<file path="src/rtl/ahbl_excl_monitor.sv">
// Global AHB-Lite exclusive-access monitor: one reservation per master, suppresses failing exclusive writes.
// Optional: define AHBL_EXCL_MONITOR_SNOOP_EN to let plain writes clear matching reservations.
module ahbl_excl_monitor #(
  parameter int unsigned W_ADDR       = 32,
  parameter int unsigned W_DATA       = 32,
  parameter int unsigned N_MASTERS    = 2,
  parameter int unsigned GRANULE_LOG2 = 3
) (
  input  logic              clk,
  input  logic              rst_n,
  input  logic              src_hready,
  output logic              src_hready_resp,
  output logic              src_hresp,
  input  logic [W_ADDR-1:0] src_haddr,
  input  logic              src_hwrite,
  input  logic [1:0]        src_htrans,
  input  logic [2:0]        src_hsize,
  input  logic [2:0]        src_hburst,
  input  logic [3:0]        src_hprot,
  input  logic              src_hmastlock,
  input  logic [W_DATA-1:0] src_hwdata,
  output logic [W_DATA-1:0] src_hrdata,
  input  logic              src_hexcl,
  input  logic [7:0]        src_hmaster,
  output logic              src_hexokay,
  output logic              dst_hready,
  input  logic              dst_hready_resp,
  input  logic              dst_hresp,
  output logic [W_ADDR-1:0] dst_haddr,
  output logic              dst_hwrite,
  output logic [1:0]        dst_htrans,
  output logic [2:0]        dst_hsize,
  output logic [2:0]        dst_hburst,
  output logic [3:0]        dst_hprot,
  output logic              dst_hmastlock,
  output logic [W_DATA-1:0] dst_hwdata,
  input  logic [W_DATA-1:0] dst_hrdata
);

  localparam int unsigned W_GRAN = W_ADDR - GRANULE_LOG2;
  localparam int unsigned W_MID  = 8;
  localparam logic [1:0]  HTRANS_IDLE = 2'b00;

  logic              dp_valid;
  logic              dp_excl;
  logic              dp_write;
  logic [W_MID-1:0]  dp_master;
  logic [W_GRAN-1:0] dp_granule;
  logic              dp_pass;
  logic              dp_suppr;

  logic [N_MASTERS-1:0] resv_valid;
  logic [N_MASTERS-1:0] resv_valid_nxt;
  logic [W_GRAN-1:0]    resv_addr     [N_MASTERS];
  logic [W_GRAN-1:0]    resv_addr_nxt [N_MASTERS];

  logic              accept;
  logic              complete;
  logic              dp_okay;
  logic [W_GRAN-1:0] a_granule;
  logic              a_master_ok;
  logic              a_pass;
  logic              a_suppr;

  assign accept      = src_hready && src_htrans[1];
  assign a_granule   = src_haddr[W_ADDR-1:GRANULE_LOG2];
  assign a_master_ok = src_hmaster < W_MID'(N_MASTERS);

  // Data-phase response: monitor answers suppressed writes itself, otherwise mirrors the slave
  assign src_hready_resp = !dp_valid || dp_suppr || dst_hready_resp;
  assign src_hresp       = dp_valid && !dp_suppr && dst_hresp;
  assign src_hexokay     = dp_valid && dp_excl && dp_pass && !src_hresp;
  assign src_hrdata      = dst_hrdata;
  assign complete        = dp_valid && src_hready_resp;
  assign dp_okay         = !src_hresp;

  // Reservation state as it will be after this cycle's data-phase completion
  always_comb begin
    resv_valid_nxt = resv_valid;
    resv_addr_nxt  = resv_addr;
    if (complete) begin
      for (int unsigned i = 0; i < N_MASTERS; i++) begin
        if (dp_excl && !dp_write && dp_pass && dp_okay && (dp_master == W_MID'(i))) begin
          resv_valid_nxt[i] = 1'b1;
          resv_addr_nxt[i]  = dp_granule;
        end
        if (dp_excl && dp_write && (dp_master == W_MID'(i))) begin
          resv_valid_nxt[i] = 1'b0;
        end
        if (dp_excl && dp_write && dp_pass && dp_okay && (resv_addr[i] == dp_granule)) begin
          resv_valid_nxt[i] = 1'b0;
        end
`ifdef AHBL_EXCL_MONITOR_SNOOP_EN
        if (!dp_excl && dp_write && dp_okay && (resv_addr[i] == dp_granule)) begin
          resv_valid_nxt[i] = 1'b0;
        end
`endif
      end
    end
  end

  // Address-phase pass check sees the forwarded reservation state
  always_comb begin
    a_pass = 1'b0;
    for (int unsigned i = 0; i < N_MASTERS; i++) begin
      if ((src_hmaster == W_MID'(i)) && resv_valid_nxt[i] && (resv_addr_nxt[i] == a_granule)) begin
        a_pass = 1'b1;
      end
    end
  end

  assign a_suppr = src_htrans[1] && src_hexcl && src_hwrite && !a_pass;

  assign dst_hready    = src_hready;
  assign dst_haddr     = src_haddr;
  assign dst_hwrite    = src_hwrite;
  assign dst_htrans    = a_suppr ? HTRANS_IDLE : src_htrans;
  assign dst_hsize     = src_hsize;
  assign dst_hburst    = src_hburst;
  assign dst_hprot     = src_hprot;
  assign dst_hmastlock = src_hmastlock;
  assign dst_hwdata    = src_hwdata;

  // Data-phase register
  always_ff @(posedge clk or negedge rst_n) begin
    if (!rst_n) begin
      dp_valid   <= 1'b0;
      dp_excl    <= 1'b0;
      dp_write   <= 1'b0;
      dp_master  <= '0;
      dp_granule <= '0;
      dp_pass    <= 1'b0;
      dp_suppr   <= 1'b0;
    end else if (accept) begin
      dp_valid   <= 1'b1;
      dp_excl    <= src_hexcl;
      dp_write   <= src_hwrite;
      dp_master  <= src_hmaster;
      dp_granule <= a_granule;
      dp_pass    <= src_hwrite ? a_pass : a_master_ok;
      dp_suppr   <= a_suppr;
    end else if (complete) begin
      dp_valid   <= 1'b0;
    end
  end

  // Reservation registers
  always_ff @(posedge clk or negedge rst_n) begin
    if (!rst_n) begin
      resv_valid <= '0;
      for (int unsigned i = 0; i < N_MASTERS; i++) begin
        resv_addr[i] <= '0;
      end
    end else begin
      resv_valid <= resv_valid_nxt;
      resv_addr  <= resv_addr_nxt;
    end
  end

endmodule

</file>
<file path="config.mk">
export PLATFORM = sky130hd
export DESIGN_NAME = ahbl_excl_monitor
export DESIGN_NICKNAME = d
export VERILOG_FILES = /design/src/rtl/ahbl_excl_monitor.sv
export SDC_FILE = /design/constraint.sdc
export NUM_CORES = 1
export LEC_CHECK = 0
export CAP_MARGIN = 20
export CORE_ASPECT_RATIO = 1.75
export CORE_MARGIN = 4
export CORE_UTILIZATION = 45
export DETAILED_ROUTE_END_ITERATION = 10
export PLACE_DENSITY = 0.8
export SLEW_MARGIN = 0
export SYNTH_ARGS = -nofsm -noshare
export SYNTH_HDL_FRONTEND = slang
export SYNTH_SLANG_ARGS = --single-unit
</file>
<file path="constraint.sdc">
create_clock -name clk -period 6.1 [get_ports clk]
set_input_delay 1.22 -clock clk [delete_from_list [all_inputs] [get_ports clk]]
set_output_delay 1.22 -clock clk [all_outputs]
set_load 0.1 [all_outputs]
</file>
Word-level counts from Yosys, hierarchy flattened
Cells that the tools add are included.
Widths: inputs -> output; s select.
{"block": "word_totals", "regBits": 102, "input_bits": 124, "out_inout_bits": 114, "wordCells": 69}
{"block": "classes", "magnitude_cmp": 1, "eq_ne": 6, "muxes": 16, "n_reduce_logical": 36}
{"cell": "$eq 29x29->1", "n": 4}
{"cell": "$mux 29", "n": 2}
{"cell": "$mux 58", "n": 1}
{"cell": "$logic_and 1x1->1", "n": 26}
{"cell": "$eq 8x1->1 const B", "n": 2}
{"cell": "$logic_not 8->1", "n": 2}
{"cell": "$mux 1", "n": 11}
{"cell": "$lt 8x2->1 const B", "n": 1}
{"cell": "$logic_not 1->1", "n": 5}
{"cell": "$mux 2", "n": 2}
{"cell": "$logic_or 1x1->1", "n": 2}
{"cell": "$reduce_bool 2->1", "n": 1}

Logic depth before layout (Yosys ltp)
Gate-level depths: netlist of run 1.
{"block": "depth", "depth_word": 17, "depth_mapped": 10, "ltp_nobuf": 8}

Worst setup path after synthesis of run 1
Ideal clock, no wire load.
{"block": "synth_timing", "kind": "input port to output port", "start": "input dst_hresp", "end": "output dst_htrans[0]", "t_arrival_ns": 3.891, "required_ns": 4.880, "slack_ns": 0.989, "stages": 9, "path_buffers": 1, "cell_sequence": "nand2b_1 -> a211o_1 -> buf_6 -> o21ai_0 -> a21oi_1 -> or4_1 -> nor4_2 -> a21o_1 -> o31a_1"}
{"block": "synth_via", "elab_chain_cells": 15, "elab_cells_between_ends": 29, "cone_classes": "eq/ne (2); mux (13); reduce/logical (14)"}
{"element": "from (decl)", "line_no": "28", "rtl": "input logic dst_hresp,"}
{"element": "$logic_and 1x1->1 *", "line_no": "71", "rtl": "assign src_hresp = dp_valid && !dp_suppr && dst_hresp;"}
{"element": "$logic_not 1->1 *", "line_no": "75", "rtl": "assign dp_okay = !src_hresp;"}
{"element": "parallel branches: the longest is 9 deep, another holds $mux 58"}
{"element": "$mux 1 *", "line_no": "106", "rtl": "if ((src_hmaster == W_MID'(i)) && resv_valid_nxt[i] && (resv_addr_nxt[i] == a_granule)) begin"}
{"element": "$logic_not 1->1 *", "line_no": "112", "rtl": "assign a_suppr = src_htrans[1] && src_hexcl && src_hwrite && !a_pass;"}
{"element": "$logic_and 1x1->1 *", "line_no": "112"}
{"element": "$mux 2 *", "line_no": "117", "rtl": "assign dst_htrans = a_suppr ? HTRANS_IDLE : src_htrans;"}
{"element": "to (decl)", "line_no": "31", "rtl": "output logic [1:0] dst_htrans,"}
Every way passes the cells marked *.

Final worst setup path of run 1
Same ends and word-level chain as after synthesis.

==> qor.csv, run 1 <==
stage;metric;value;unit
outcome;status;finished clean;
grt;grtUsageTotal;0.222;
clock_network;clk_path_buf_depth;2;
timing;period_share;0.945;
clock_network;tritoncts.num_buffers;9;
worst_setup_path;worstPathMaxFanout;14;
place;pre_cts_slack;0.417;ns
logic_synthesis;async_s_r_ff_share_synth;1.00;
logic_synthesis;yosysTopAreaCellShare;0.373;
place;dp_hpwl;14400;um
logic_synthesis;synthesis.nets;851;
pwr;leakagePower;3.01;nW
clock_network;cts-resized-gates;0;
timing;clock.fmax;174;MHz
pwr;power_density;240;nW/um2
logic_synthesis;synth_most_common_cell;sky130_fd_sc_hd__buf_4;
logic_synthesis;synth.distinct_cells;56;
cells_and_area;fill_cells;1421;
die;fp.coreArea;14900;um2
logic_synthesis;post_synth_design_cell_area;6840;um2
clock_network;worst_path_clk_slew;0.07;ns
logic_synthesis;yosys_warnings;0;
grt;congestion_overflow_gr;0;
grt;grt_antenna_before_repair;0;
clock_network;clkSinkCount;102;
timing;slew-limit-headroom;0.328;
detailed_routing;route.antenna.remaining_nets;0;
detailed_routing;post_drt_wl_per_cell;22.0;um
die;pin_count;238;
timing;period_minus_slack;5.76;ns
timing;rsz0062_at_grt;false;
timing;timing.final.hold_violations;0;
worst_setup_path;crit_family;simple AND/OR/NAND/NOR gates;
hold_path;hold_path_startpoint;dp_suppr;
worst_setup_path;endpoint_arrival_time_on_the_critical_path;4.54;ns
logic_synthesis;ys_seq_area_frac;0.373;
worst_setup_path;critical_path.cell_chain;clkdlybuf4s50_1, nand2b_1, a211o_1, buf_4, o21ai_1, a21oi_1, nor4_1, nand4_1, nor4_1, buf_4, o31a_1, buf_12;
die;die_h;171;um
clock_network;post_cts.repair.setup_buffers;0;
timing;fin_setup_tns;0;ns
worst_setup_path;worst-setup-path-type;input port to output pin;
die;floorplan.die.width;101;um
clock_network;cts_root_buffer;sky130_fd_sc_hd__clkbuf_16;
detailed_routing;num_vias;5327;
detailed_routing;drt-total-wl;19200;um
cells_and_area;antenna_cells;0;
cells_and_area;layout-area-overhead-vs-synth;6.07;%
clock_network;cts_hold_buffers;0;
grt;grt_pass1_wl;29300;um
cells_and_area;final-seq-area;2550;um2
clock_network;h-tree-depth;3;
timing;finalClockSkew;0.00850;ns
hold_path;hold_path_stages;2;
cells_and_area;cell_count_final_fillers_out;871;
logic_synthesis;ys.flop_type;sky130_fd_sc_hd__dfrtp_1;
timing;number_of_max_slew_violations_in_the_final_report;0;
worst_setup_path;worst_r2r_startpoint;dp_master[5];
logic_synthesis;syn_avg_cell_area;9.41;um2
logic_synthesis;synth_largest_area_cell;sky130_fd_sc_hd__dfrtp_1;
worst_setup_path;timing.critical_path.to;dst_htrans[0];
place;dpl.cell_count;854;
timing;finalHoldWorstSlack;0.547;ns
die;core.rowCount;59;
die;effective_utilization_at_floorplan;0.459;
job;max-cap-violations;0;
worst_setup_path;r2r_slack;2.98;ns
worst_setup_path;reg2reg_depth;9;
logic_synthesis;syn_inst;727;
worst_setup_path;timing.critical_path.depth;12;
logic_synthesis;synth_edf_count;0;
logic_synthesis;ys_top_cells_by_count;sky130_fd_sc_hd__buf_4 (112), sky130_fd_sc_hd__dfrtp_1 (102), sky130_fd_sc_hd__xnor2_1 (74), sky130_fd_sc_hd__nand2_1 (59), sky130_fd_sc_hd__mux2_2 (45);
hold_path;holdCritPathClass;flip-flop to flip-flop;
worst_setup_path;worstSetupStartpoint;dst_hresp;
clock_network;cts_tree;done;
die;die_area;17300;um2
worst_setup_path;crit_slowest_cell;sky130_fd_sc_hd__a211o_1;
place;gp_congestion;0.968;
timing;setup_slack;0.337;ns
worst_setup_path;worst_setup_path_start_kind;input port;
timing;max_slew.worst_pin.slew;1.01;ns
worst_setup_path;critical_path_required;4.88;ns
worst_setup_path;endpoint_kind;output pin;
logic_synthesis;synth-seq-cells;102;
detailed_routing;drt_iter0_drc;376;
place;portBuffers;81;
grt;vias_in_the_first_global_route;5410;
logic_synthesis;yosys-top-cells-area;sky130_fd_sc_hd__dfrtp_1 (37%), sky130_fd_sc_hd__buf_4 (12%), sky130_fd_sc_hd__xnor2_1 (9.5%), sky130_fd_sc_hd__mux2_2 (7.4%), sky130_fd_sc_hd__nand2_1 (3.2%);
worst_setup_path;reg2reg_to;dp_pass;
detailed_routing;detail_route.vias_per_cell;6.12;
grt;grt_max_degree;59;
detailed_routing;detailedRoute.firstPassIterationCount;5;
timing;setup_viol;0;
worst_setup_path;critical_path_buf_inv_count;4;
detailed_routing;post-route-drc-count;0;
cells_and_area;layout-drive-gt1-share;0.137;
clock_network;clock_insertion_delay_worst_skew;0.35;ns
cells_and_area;multi_input_comb_area;3180;um2
worst_setup_path;critPathMaxStageDelay;0.52;ns
pwr;vdd.ir_drop.worst;0.170;mV
cells_and_area;finalNetCount;807;
pwr;design_power_total;1.74;mW
## sequential cells by signal, indices dropped and copies added, names as in the netlist
signal	count
resv_addr	58
dp_granule	29
dp_write	1
dp_master	8
dp_excl	1
dp_valid	1
resv_valid	2
dp_pass	1
dp_suppr	1
## worst min path at each step
stage,end,slack [ns]
floorplan,dp_suppr,0.47
global placement,resv_addr[33],0.53
detailed placement,dp_suppr,0.54
CTS,resv_addr[48],0.56
global route,dp_excl,0.59
finish,dp_suppr,0.55
## tightest hold or removal path, cell delays in order (launching register included)
cell and delay [ns]:
sky130_fd_sc_hd__dfrtp_1 0.38, sky130_fd_sc_hd__nand2_1 0.07, sky130_fd_sc_hd__o31ai_1 0.06
## kinds of logic after synthesis
logic type / synth area share
AOI/OAI and AO/OA: 0.102
xor gates and xnor gates: 0.109
buffers and inverters: 0.164
DFF: 0.373
muxes: 0.0785
and+or+nand+nor: 0.173
## layer usage
layer	GRT usage	wire, um	vias up
met2	0.378	9470	236
met4	0.223	2200	0
li1	-	-	2352
met1	0.224	6220	2577
met3	0.0269	1300	162
met5	0	0	-
## power breakdown
group	switching, mW	internal (mW)
Sequential	0.0777	0.719
Clock	0.257	0.301
Combinational	0.231	0.154
## final cells by class
| type | count | area share |
|---|---|---|
| Tap cell | 183 | 0.0316 |
| Timing Repair Buffer | 93 | 0.131 |
| Inverter | 16 | 0.00828 |
| Sequential cell | 102 | 0.352 |
| Clock inverter | 4 | 0.00414 |
| Clock buffer | 12 | 0.0354 |
| Multi-Input combinational cell | 461 | 0.438 |
## cell usage in the layout (no fill, tap or decap), types with 22 or more instances in the layout
cell                              instances
sky130_fd_sc_hd__a21oi_1                 35
sky130_fd_sc_hd__and3_1                  34
sky130_fd_sc_hd__clkdlybuf4s50_1         78
sky130_fd_sc_hd__dfrtp_1                102
sky130_fd_sc_hd__mux2_2                  45
sky130_fd_sc_hd__nand2_1                 59
sky130_fd_sc_hd__nand3_1                 36
sky130_fd_sc_hd__nor4_1                  22
sky130_fd_sc_hd__o21ai_0                 30
sky130_fd_sc_hd__xnor2_1                 74
## stage by stage
stage	instance area [um2]	utilization
final	7250	0.486
after global routing	7250	0.486
after floorplan	6840	-
after global placement	6940	0.465
after detailed placement	6940	0.465
after CTS	7230	0.485
Power figures use the tool's default switching activity.
==> inputs of run 2 (changes only) <==
- MAX_ROUTING_LAYER: not set -> met4
==> qor.csv, run 2 (synthesis gave the netlist of run 1 again) <==
stage;metric;value;unit;change
place;gp_congestion;0.973;;+0.59%
pwr;power_density;248;nW/um2;+3.6%
clock_network;worst_path_clk_slew;0.07;ns;about the same
cells_and_area;largest_registers;resv_addr (58), dp_granule (29), dp_master (8);;
hold_path;holdCritPathClass;flip-flop to flip-flop;;
worst_setup_path;worst_setup_path_start_kind;input port;;
detailed_routing;detailedRoute.firstPassIterationCount;5;;unchanged
detailed_routing;detail_route.vias_per_cell;6.15;;+0.49%
cells_and_area;layout-drive-gt1-share;0.137;;+0.000199
place;pre_cts_slack;0.352;ns;-0.0643 ns
cells_and_area;finalNetCount;806;;-0.12%
grt;grt_antenna_before_repair;0;;unchanged
cells_and_area;finish.utilization;0.488;;+0.00185
worst_setup_path;endpoint_kind;output pin;;
worst_setup_path;critical_path.cell_chain;clkdlybuf4s50_1, nand2b_1, a211o_1, buf_4, buf_4, o21ai_1, a21oi_1, nor4_1, nand4_1, nor4_1, buf_4, o31a_1, buf_12;;
timing;max_slew.worst_pin.slew;1.04;ns;+0.0388 ns
detailed_routing;post-route-drc-count;0;;unchanged
cells_and_area;largest_reg_flops;58;;unchanged
timing;clock.fmax;173;MHz;-0.45%
clock_network;post_cts.repair.setup_buffers;0;;unchanged
die;pin_count;238;;unchanged
cells_and_area;final_common_cell;sky130_fd_sc_hd__dfrtp_1;;
worst_setup_path;endpoint_arrival_time_on_the_critical_path;4.57;ns;+0.03 ns
cells_and_area;finalInstanceArea;7280;um2;+0.38%
worst_setup_path;critPathMaxStageDelay;0.52;ns;about the same
timing;period_share;0.949;;+0.00423
die;core.rowCount;59;;unchanged
worst_setup_path;reg2reg_depth;10;;+1
cells_and_area;antenna_cells;0;;unchanged
detailed_routing;num_vias;5347;;+0.38%
timing;slew-limit-headroom;0.304;;-0.0238
place;dpl.cell_count;853;;-0.12%
clock_network;tritoncts.num_buffers;9;;unchanged
cells_and_area;largest-register;resv_addr;;
detailed_routing;drt_iter0_drc;411;;+9.3%
place;portBuffers;81;;unchanged
pwr;vdd.ir_drop.worst;0.209;mV;+23%
worst_setup_path;critical_path_required;4.88;ns;about the same
timing;setup_slack;0.311;ns;-0.0258 ns
worst_setup_path;crit_path_frequent_cell;sky130_fd_sc_hd__buf_4;;
timing;timing.final.hold_violations;0;;unchanged
clock_network;h-tree-depth;3;;unchanged
clock_network;cts-resized-gates;0;;unchanged
clock_network;clkSinkCount;102;;unchanged
timing;number_of_max_slew_violations_in_the_final_report;0;;unchanged
outcome;status;finished clean;;
detailed_routing;post_drt_wl_per_cell;22.0;um;-0.18%
timing;finalHoldWorstSlack;0.559;ns;+0.0121 ns
timing;rsz0062_at_grt;false;;
timing;fin_setup_tns;0;ns;unchanged
cells_and_area;layout_common_cells;sky130_fd_sc_hd__dfrtp_1 (102), sky130_fd_sc_hd__clkdlybuf4s50_1 (78), sky130_fd_sc_hd__xnor2_1 (74), sky130_fd_sc_hd__nand2_1 (59), sky130_fd_sc_hd__mux2_2 (45);;
die;die_h;171;um;unchanged
place;total_cell_area_at_the_placement_stage;6930;um2;-0.11%
timing;finalClockSkew;0.00465;ns;-0.00385 ns
detailed_routing;drt-total-wl;19100;um;-0.30%
worst_setup_path;crit_slowest_cell;sky130_fd_sc_hd__a211o_1;;
timing;period_minus_slack;5.79;ns;+0.0258 ns
clock_network;cts_root_buffer;sky130_fd_sc_hd__clkbuf_16;;
pwr;leakagePower;3.03;nW;+0.54%
clock_network;cts_hold_buffers;0;;unchanged
grt;grt_max_degree;62;;+5.1%
worst_setup_path;worstPathMaxFanout;13;;-1
die;fp.coreArea;14900;um2;unchanged
cells_and_area;cell_count_final_fillers_out;870;;-0.11%
cells_and_area;layout-area-overhead-vs-synth;6.48;%;
timing;setup_viol;0;;unchanged
grt;congestion_overflow_gr;0;;unchanged
job;max-cap-violations;0;;unchanged
clock_network;clock_insertion_delay_worst_skew;0.35;ns;about the same
detailed_routing;route.antenna.remaining_nets;0;;unchanged
die;die_area;17300;um2;unchanged
place;dp_hpwl;14400;um;about the same
grt;grtUsageTotal;0.230;;+0.00797
grt;grt_pass1_wl;29400;um;+0.66%
pwr;design_power_total;1.81;mW;+3.9%
hold_path;hold_path_stages;1;;-1
die;floorplan.die.width;101;um;unchanged
grt;vias_in_the_first_global_route;5474;;+1.2%
worst_setup_path;worst-setup-path-type;input port to output pin;;
die;effective_utilization_at_floorplan;0.459;;unchanged
clock_network;clk_path_buf_depth;2;;unchanged
clock_network;cts_tree;done;;
==> run 2: changes by cell type in the layout (fill, tap and decap cells not counted), sizes merged <==
cell / delta
buf: -1
clkbuf: -3
clkinv: +1
inv: +1
bufinv: +2
clkinvlp: -1
==> run 2: final cells by class <==
type | count | area, um2
timing repair buffer | 92 | 943
clock inverter | 7 | 96.3
tap | 183 | 229
inverter | 16 | 60.1
sequential | 102 | 2550
multi-input combinational | 461 | 3180
clock buffer | 9 | 225
fill | 1370 | 7630
==> run 2: path summary, 6_finish.rpt <==
kind / from / end / slack (ns)
setup / recovery: dst_hready_resp / dst_htrans[0] / 0.31
hold / removal: dp_master[1] / dp_master[1] / 0.56
setup reg to reg: dp_master[5] / dp_suppr / 2.94
hold reg to reg: dp_master[1] / dp_master[1] / 0.56
max in group asynchronous: rst_n / resv_addr[38] / 4.09
min in group asynchronous: rst_n / dp_granule[8] / 0.93
==> run 2: layer usage <==
layer / routed length [um] / GRT usage / vias up
li1: - / - / 2360
met1: 6150 / 0.226 / 2549
met2: 9760 / 0.386 / 285
met3: 1290 / 0.0269 / 153
met4: 1930 / 0.212 / 0
met5: 0 / - / -
==> run 2: worst max-delay path: cells and delay by family <==
kind / cells / cell delay, ns
AO/OA/AOI/OAI: 4 / 0.98
buffers and inverters: 5 / 1.29
AND/OR/NAND/NOR: 4 / 1.06
==> run 2: report_power, final <==
group	switching (mW)	internal (mW)	leakage [nW]	total, mW
clock	0.263	0.362	0.160	0.625
sequential	0.0786	0.719	1.32	0.798
combinational	0.232	0.153	1.55	0.385
